**config.mk**
```make
export PLATFORM = sky130hd
export DESIGN_NAME = score_display
export DESIGN_NICKNAME = d
export VERILOG_FILES = /design/src/rtl/score_display.sv
export SDC_FILE = /design/constraint.sdc
export NUM_CORES = 1
export LEC_CHECK = 0
export ABC_AREA = 1
export CAP_MARGIN = 20
export CORE_MARGIN = 2
export CORE_UTILIZATION = 45
export CTS_CLUSTER_DIAMETER = 60
export DETAILED_ROUTE_END_ITERATION = 16
export GPL_TIMING_DRIVEN = 0
export PLACE_DENSITY = 0.78
export SETUP_SLACK_MARGIN = 0.05
export SLEW_MARGIN = 5
export SYNTH_ARGS = -nofsm -noshare
export SYNTH_HDL_FRONTEND = slang
export SYNTH_SLANG_ARGS = --single-unit
```
**constraint.sdc**
```tcl
create_clock -name clk -period 3 [get_ports clk]
set_clock_uncertainty 0.2 [all_clocks]
set_input_delay 0.3 -clock clk [delete_from_list [all_inputs] [get_ports clk]]
set_output_delay 0.3 -clock clk [all_outputs]
set_load 0.005 [all_outputs]
```
**src/rtl/score_display.sv**
```systemverilog
// -----------------------------------------------------------------------------
// score_display
//
// Sits between the score counter and the board's 4-digit multiplexed
// seven-segment display. It tracks the session high score, latches the final
// score when a game ends, and scans the live, final or high score onto the
// display depending on the current mode:
//   IDLE : shows high_score
//   LIVE : shows the score input
//   HOLD : shows the latched final score for HOLD_TICKS game_tick pulses
//
// Parameters:
//   REFRESH_DIV : clk cycles each digit stays enabled before the scan moves on
//                 (must be >= 2)
//   HOLD_TICKS  : game_tick pulses the final score is held after game over
//                 (must be >= 1)
//
// Ports:
//   clk        : clock, all state on the rising edge
//   rst_n      : asynchronous active-low reset
//   score      : live BCD score, digit 3 in [15:12], digit 0 in [3:0]
//   game_start : single-cycle pulse, a game begins
//   game_over  : single-cycle pulse, the game ends
//   game_tick  : single-cycle 60 Hz frame pulse
//   seg        : active-high segments, bit order {g,f,e,d,c,b,a}
//   dig_en     : one-hot active-high digit enable, bit 0 = least-significant
//   high_score : BCD session high score
//   new_high   : the last finished game set a new high score
// -----------------------------------------------------------------------------
module score_display #(
    parameter int REFRESH_DIV = 1024,
    parameter int HOLD_TICKS  = 120
) (
    input  logic        clk,
    input  logic        rst_n,
    input  logic [15:0] score,
    input  logic        game_start,
    input  logic        game_over,
    input  logic        game_tick,
    output logic [6:0]  seg,
    output logic [3:0]  dig_en,
    output logic [15:0] high_score,
    output logic        new_high
);

    localparam int RW = (REFRESH_DIV > 1) ? $clog2(REFRESH_DIV) : 1;
    localparam int HW = $clog2(HOLD_TICKS + 1);

    localparam logic [RW-1:0] REFRESH_LAST = RW'(REFRESH_DIV - 1);
    localparam logic [HW-1:0] HOLD_LAST    = HW'(HOLD_TICKS - 1);

    typedef enum logic [1:0] {
        IDLE = 2'd0,
        LIVE = 2'd1,
        HOLD = 2'd2
    } mode_t;

    mode_t         mode;
    mode_t         mode_next;

    logic [15:0]   final_score;
    logic [HW-1:0] hold_cnt;
    logic [RW-1:0] refresh_cnt;
    logic [1:0]    digit_idx;

    // Control strobes produced by the mode FSM and consumed by the datapath.
    logic          latch_final;
    logic          hold_inc;
    logic          hold_clear;
    logic          set_new_high;

    // Output-stage next values.
    logic [15:0]   shown;
    logic [3:0]    nibble;
    logic          blank;
    logic [6:0]    seg_next;
    logic [3:0]    dig_en_next;

    // BCD digit to gfedcba segments; non-decimal nibbles stay dark.
    function automatic logic [6:0] encode(input logic [3:0] d);
        logic [6:0] s;
        case (d)
            4'd0:    s = 7'h3F;
            4'd1:    s = 7'h06;
            4'd2:    s = 7'h5B;
            4'd3:    s = 7'h4F;
            4'd4:    s = 7'h66;
            4'd5:    s = 7'h6D;
            4'd6:    s = 7'h7D;
            4'd7:    s = 7'h07;
            4'd8:    s = 7'h7F;
            4'd9:    s = 7'h6F;
            default: s = 7'h00;
        endcase
        return s;
    endfunction

    // -------------------------------------------------------------------------
    // Mode FSM
    // -------------------------------------------------------------------------
    // NOTE: sequential blocks use non-blocking (<=) so every register samples
    // the pre-edge values of its sources, independent of block ordering.
    always_ff @(posedge clk or negedge rst_n) begin
        if (!rst_n) begin
            mode <= IDLE;
        end else begin
            mode <= mode_next;
        end
    end

    // NOTE: every signal driven here gets a default first, so no path through
    // the case statement can leave one unassigned and infer a latch.
    always_comb begin
        mode_next   = mode;
        latch_final = 1'b0;
        hold_inc    = 1'b0;
        hold_clear  = 1'b0;

        case (mode)
            LIVE: begin
                if (game_over) begin
                    mode_next   = HOLD;
                    latch_final = 1'b1;
                    hold_clear  = 1'b1;
                end
            end
            HOLD: begin
                if (game_tick) begin
                    if (hold_cnt == HOLD_LAST) begin
                        mode_next  = IDLE;
                        hold_clear = 1'b1;
                    end else begin
                        hold_inc = 1'b1;
                    end
                end
            end
            default: begin
                // IDLE: game_over and game_tick have no effect.
            end
        endcase

        // A new game wins over anything else happening in the same cycle,
        // including a coincident game_over.
        if (game_start) begin
            mode_next   = LIVE;
            latch_final = 1'b0;
            hold_inc    = 1'b0;
            hold_clear  = 1'b0;
        end
    end

    // Plain unsigned compare orders BCD values correctly.
    assign set_new_high = latch_final && (score > high_score);

    // -------------------------------------------------------------------------
    // Score registers and hold counter
    // -------------------------------------------------------------------------
    always_ff @(posedge clk or negedge rst_n) begin
        if (!rst_n) begin
            high_score  <= '0;
            final_score <= '0;
            new_high    <= 1'b0;
            hold_cnt    <= '0;
        end else begin
            if (latch_final) begin
                final_score <= score;
            end

            if (set_new_high) begin
                high_score <= score;
            end

            if (game_start) begin
                new_high <= 1'b0;
            end else if (set_new_high) begin
                new_high <= 1'b1;
            end

            if (hold_clear) begin
                hold_cnt <= '0;
            end else if (hold_inc) begin
                hold_cnt <= hold_cnt + 1'b1;
            end
        end
    end

    // -------------------------------------------------------------------------
    // Digit scan: free-running in every mode
    // -------------------------------------------------------------------------
    always_ff @(posedge clk or negedge rst_n) begin
        if (!rst_n) begin
            refresh_cnt <= '0;
            digit_idx   <= 2'd0;
        end else begin
            if (refresh_cnt == REFRESH_LAST) begin
                refresh_cnt <= '0;
                digit_idx   <= digit_idx + 2'd1;
            end else begin
                refresh_cnt <= refresh_cnt + 1'b1;
            end
        end
    end

    // -------------------------------------------------------------------------
    // Output stage
    // -------------------------------------------------------------------------
    always_comb begin
        case (mode)
            LIVE:    shown = score;
            HOLD:    shown = final_score;
            default: shown = high_score;
        endcase
    end

    assign nibble = shown[{digit_idx, 2'b00} +: 4];

    // Digit k goes dark when it and every more-significant digit are zero;
    // digit 0 always lights so a zero value still shows a single "0".
    always_comb begin
        case (digit_idx)
            2'd1:    blank = (shown[15:4] == 12'h000);
            2'd2:    blank = (shown[15:8] == 8'h00);
            2'd3:    blank = (shown[15:12] == 4'h0);
            default: blank = 1'b0;
        endcase
    end

    assign seg_next    = blank ? 7'h00 : encode(nibble);
    assign dig_en_next = 4'b0001 << digit_idx;

    // seg and dig_en register together so segments never glitch onto the
    // wrong digit.
    always_ff @(posedge clk or negedge rst_n) begin
        if (!rst_n) begin
            seg    <= 7'h00;
            dig_en <= 4'b0001;
        end else begin
            seg    <= seg_next;
            dig_en <= dig_en_next;
        end
    end

endmodule
```
* Word-level counts from Yosys, hierarchy flattened
Memory sizes are Yosys's and may differ from the RTL's. Index checks and enable logic that the tools add are counted.
Storage, ports and cells: memory bits (read-only) 112, output and inout port bits 28, memories kept 1, bits in registers 65, word-level logic and storage cells 58
Cells by class: shift operators 2, multiplexer cells 24, $add $sub $neg 3, reductions and logical operators 8, equality and inequality tests 10, order comparisons 1
Memories:
- (no name shown) | depth 16, width 7, rd ports 1, clocked after memory_dff 0, wr ports 0, RTL line 82 | case (d)
Operator list (number):
- $pmux W16 S2 | 1
- $mux W7 | 3
- $gt A16 B16 Y1 | 1
- $shiftx A16 B5 Y4 | 1
- $logic_not A12 Y1 | 1
- $mux W1 | 12
- $add A10 B1 Y10 const B | 1
- $eq A10 B10 Y1 const B | 1
- $mux W10 | 1
- $ne A3 B3 Y1 const B | 3
- $logic_not A8 Y1 | 1
- $mux W2 | 4
- $add A7 B1 Y7 const B | 1
- $eq A7 B7 Y1 const B | 1
- $eq A2 B2 Y1 const B | 3
- $eq A2 B1 Y1 const B | 2
- $logic_not A4 Y1 | 1
- $pmux W2 S2 | 1
- $reduce_and A4 Y1 | 1
- $reduce_bool A2 Y1 | 2
- $shl A1 B2 Y4 const A | 1
- $pmux W1 S3 | 1
- $reduce_bool A3 Y1 | 1
- $add A2 B1 Y2 const B | 1
- other kinds (2) | 2

* Depth between registers and ports, before layout
word-level depth 7, mapped depth 16

* Worst setup path before layout
Ideal clock, no wire load.
kind flip-flop to flip-flop, start point register mode[0], end point register seg[3], stages on the path, launching flop included 16, buffers on the path 1, path slack 826 ps, library setup time 119 ps, arrival time 1855 ps, cell sequence dfrtp_1 -> inv_1 -> ha_1 -> inv_2 -> buf_6 -> nor2_1 -> nor2_1 -> nand2_1 -> nand2_1 -> nand2_1 -> nand2_2 -> inv_1 -> ha_1 -> nand2_1 -> a21oi_1 -> nor2_1
On the way: word-level cells in the longest chain between the ends 5
Ends and longest elaborated chain:
- start: declaration | RTL line 58 | mode_t mode;
- start signal: assignment | RTL line 107 | mode <= mode_next;
- $eq A2 B2 Y1 or $eq A2 B1 Y1 (tied branches) | RTL line 208 | case (mode)
- $pmux W16 S2 (*) | RTL line 208
- $shiftx A16 B5 Y4 (tied with other cells) | RTL line 215 | assign nibble = shown[{digit_idx, 2'b00} +: 4];
- $mem_v2 Z16 W7 or $pmux W1 S3 (tied branches)
- $mux W7 (*) | RTL line 228 | assign seg_next = blank ? 7'h00 : encode(nibble);
- via seg_next[3] | RTL line 76 | logic [6:0] seg_next;
- end signal: assignment | RTL line 238 | seg <= seg_next;
- end: declaration | RTL line 40 | output logic [6:0] seg,
The timed path passes the listed nets; every way through them passes the cells marked *. A chain may end at the register's enable or synchronous reset.

* Worst setup path after layout
start point register mode[0], end point register seg[4]
Same word-level chain as after synthesis.

==> impl_summary.md <==
Synth
The share of synthesized area in the top cell type comes to 41.3%. The most instantiated flip-flop cell in the synthesis netlist is dfrtp_1. The share of the Yosys chip area taken by registers is 42.0%.

The post-synthesis cell area is 0.00388 sq mm. The register bit total from synthesis is 65. The number of nets produced by synthesis is 512. Ranked by total cell area, the synthesized netlist is headed by dfrtp_1 41%, nand2_1 13%, ha_1 9.0%, nand3_1 7.0%, inv_1 4.4%. The biggest area consumer among synthesized cells is dfrtp_1. After synthesis, the most frequently instantiated cells are 132 x nand2_1, 64 x dfrtp_1, 54 x nand3_1, 45 x inv_1, 28 x ha_1.

Among all cell types in the netlist, the one instantiated most often is nand2_1. The synthesis warning total is 0. After technology mapping, the gate count stands at 463. The number of flops mapped to enable cells by yosys is 0. The average size of a mapped cell is 8.38 sq um. The share of synthesized flip-flops with an asynchronous set or reset is 100%.

The number of different library cells used by synthesis comes to 41.

Global routing
The global-route usage over all layers is 20.4%. The initial antenna violation count is 0. The via count of the first global-routing pass is 3381. The maximum number of pins on one net before global-route repair is 66. The first-pass GRT wire length is 15700 microns.

The global route total overflow is 0.

STA
Final hold analysis gives a worst-case slack of 0.288 ns. The count of final max-slew check failures is 0. Adding up every negative setup slack in the final design gives 0 ns. The final hold violation count is 0. The period utilization is 83.4%. The number of failing setup endpoints in the final timing report is 0. For this run, the top clock speed supported by timing is 0.400 GHz. Headroom to the max-slew limit came out at 45.3%. For the pin with the worst max-slew slack, the measured transition is 0.820 ns. Setup repair after global routing left no endpoint under its margin.

The clock period minus final worst setup slack is 2.50 ns. Setup slack closes at 0.498 ns.

Critical path
The arrival time at the worst endpoint is 2.53 ns. The critical path is of the reg2reg type. The worst setup path is captured at a flip-flop. The reg-to-reg critical path endpoint is seg[4]. The worst-case reg-to-reg path depth is 16. The largest fanout on the critical path is 10. The startpoint identified for the worst register-to-register timing path is mode[0]. At the worst endpoint, the required time is 3.03 ns. For flop-to-flop paths, the worst setup slack is 0.50 ns. STA classifies the critical path startpoint as a flip-flop.

Clock tree
The latest clock arrival within the worst-skew pair is 0.34 ns. In this run, CTS created clock tree buffers numbering 9. TritonCTS built the clock tree. The clock-pin slew on the worst setup and hold paths is 0.08 ns. The number of sinks handled by clock tree synthesis is 65.

The cell sitting at the root of the clock tree is a clkbuf_8. The post-CTS setup-driven buffer insertion count is 0. No sink is reached through more buffers than the 2 on the longest clock path. The CTS H-tree depth is 3.

Outcome
The run finished with clean final reports.

Detailed routing
The final routed DRC violation total is 0. Wire segments on met2 add up to 4400 microns in the final route. In the final routed layout, each cell accounts on average for 14.2 microns.

The wire length on met1 is 4000 microns. The first detailed-routing pass took 4 iterations. The count of nets left with antenna violations once routing finished came out at 0.

After detailed routing, the total wire length is 9000 microns. The total length of routed met3 wires is 439 microns. In this run the top signal layer used is met4. Dividing the detail-routed via count by the number of cells gives 5.25. The routed layout has 3322 vias. In this run, the number of DRC markers left after iteration 0 of detailed routing was 186.

Job
The tool flagged a number of max-cap violations equal to 0.

Power
The analysis attributes to cell leakage a power of 2.31 nW. The power per unit of standard cell area is 748 mW/mm^2. The total power after layout is 3.54 mW. The maximum vdd drop is 347 uV.

Place
The placed instances occupy a cell area of 0.00449 sq mm. The congestion estimate from routability-driven global placement came to 0.875. Including well taps, the total number of placed cells is 616. Prior to clock tree synthesis, the placed netlist has a worst setup slack of 0.420 ns.

The count of buffers added on input and output ports is 48. Detailed placement ended at an HPWL of 6660 microns.

Layout
The antenna cell count is 0. The layout net count is 572. After routing the design area is 0.00473 sq mm. Measured on the finished design, the core utilization comes to 57.0%. The number of non-filler instances in the completed layout is 633. In the final layout, the share of cells above drive strength 1 is 13.1%. Relative to the synthesized area, the layout overhead comes to 21.9%.

Die
The initial cell density of the core is 46.8%. The area of the placeable core is 0.00830 sq mm. The number of rows in the core area is 33. The floorplan step defined a die boundary enclosing 0.00938 sq mm. Pin placement for this block handled 49 I/O pins. Measured along the x axis, the die boundary spans 96.9 microns. The die extent in y is 96.9 microns.

Hold path
The class of the tightest hold or removal check is reg2reg. The worst hold path passes through 2 cells. The beginning of the worst hold path is new_high. The worst hold path terminates at new_high.
-- cell usage in the layout (no fill, tap or decap), types with 3 or more instances in the layout --
| cell | count |
|---|---|
| nor2_1 | 23 |
| ha_1 | 28 |
| nand2_2 | 7 |
| inv_2 | 3 |
| o21ai_0 | 10 |
| nand2_1 | 132 |
| xor2_1 | 4 |
| nand3_2 | 5 |
| inv_1 | 45 |
| mux2_2 | 10 |
| nand4_1 | 3 |
| nor2_2 | 5 |
| buf_4 | 3 |
| nand2_4 | 3 |
| nand3_1 | 54 |
| clkdlybuf4s50_1 | 47 |
| nor3_1 | 5 |
| a21oi_1 | 20 |
| buf_6 | 7 |
| mux2_1 | 6 |
| dfrtp_1 | 64 |
| clkbuf_8 | 11 |
| o21ai_1 | 3 |
-- final cells by class --
class | instances | area (sq um)
tap | 105 | 131
multi-input combinational | 335 | 1940
inverter | 50 | 190
timing repair buffer | 49 | 488
clock buffer | 11 | 151
sequential | 65 | 1630
clock inverter | 5 | 77.6
fill | 751 | 3570
buffer | 13 | 123
-- sequential cells by signal, indices dropped and copies added, names as in the netlist --
signal       flops
final_score     16
digit_idx        2
hold_cnt         7
dig_en           4
mode             2
refresh_cnt     10
seg              7
high_score      16
new_high         1
-- what timing repair did --
item / CTS / global route
endpoints found under the hold margin: 64 / 0
gates resized for setup: 0 / 0
hold buffers: 1 / 0
-- routing by layer --
layer | vias to the layer above | GRT usage [%]
met1 | 1593 | 25.8
met5 | - | 0
met4 | 0 | 8.13
li1 | 1627 | -
met3 | 16 | 3.83
met2 | 86 | 34.5
-- critical path, cell delays in order, from the launching register on --
cell and delay, ns:
dfrtp_1 0.36, inv_1 0.06, ha_1 0.38, inv_2 0.13, buf_6 0.15, nor2_1 0.04, nor2_1 0.08, nand2_1 0.07
nand2_1 0.08, nand2_1 0.06, nand2_2 0.11, inv_1 0.09, ha_1 0.20, inv_1 0.07, nand2_1 0.07, a21oi_1 0.17
nor2_1 0.07
-- worst max path at each step --
stage / start / to / slack, ns / cells past startpoint
2_1_floorplan: mode[0] / seg[3] / 0.83 / 15
3_3_place_gp: rst_n / seg[6] / -0.64 / 1
3_5_place_dp: score[14] / high_score[11] / 0.42 / 10
4_1_cts: mode[0] / seg[4] / 0.51 / 16
5_1_grt: mode[0] / seg[4] / 0.34 / 16
6_report: mode[0] / seg[4] / 0.50 / 16
-- cells by family (layout without fill, tap and decap cells) --
| family | Yosys count | in the layout | share of synthesized area (%) |
|---|---|---|---|
| muxes | 16 | 16 | 4.64 |
| DFF | 65 | 65 | 42.0 |
| xor gates and xnor gates | 5 | 5 | 1.13 |
| AOI/OAI and AO/OA | 42 | 42 | 6.39 |
| buffers and inverters | 63 | 128 | 8.06 |
| and+or+nand+nor | 244 | 244 | 28.8 |
| adders and majority gates | 28 | 28 | 9.03 |
-- power by group --
group / switching (mW) / internal [mW]
Sequential: 0.154 / 1.10
Clock: 0.347 / 0.510
Combinational: 0.753 / 0.676
Note: power is estimated with default switching activity, not from simulation.
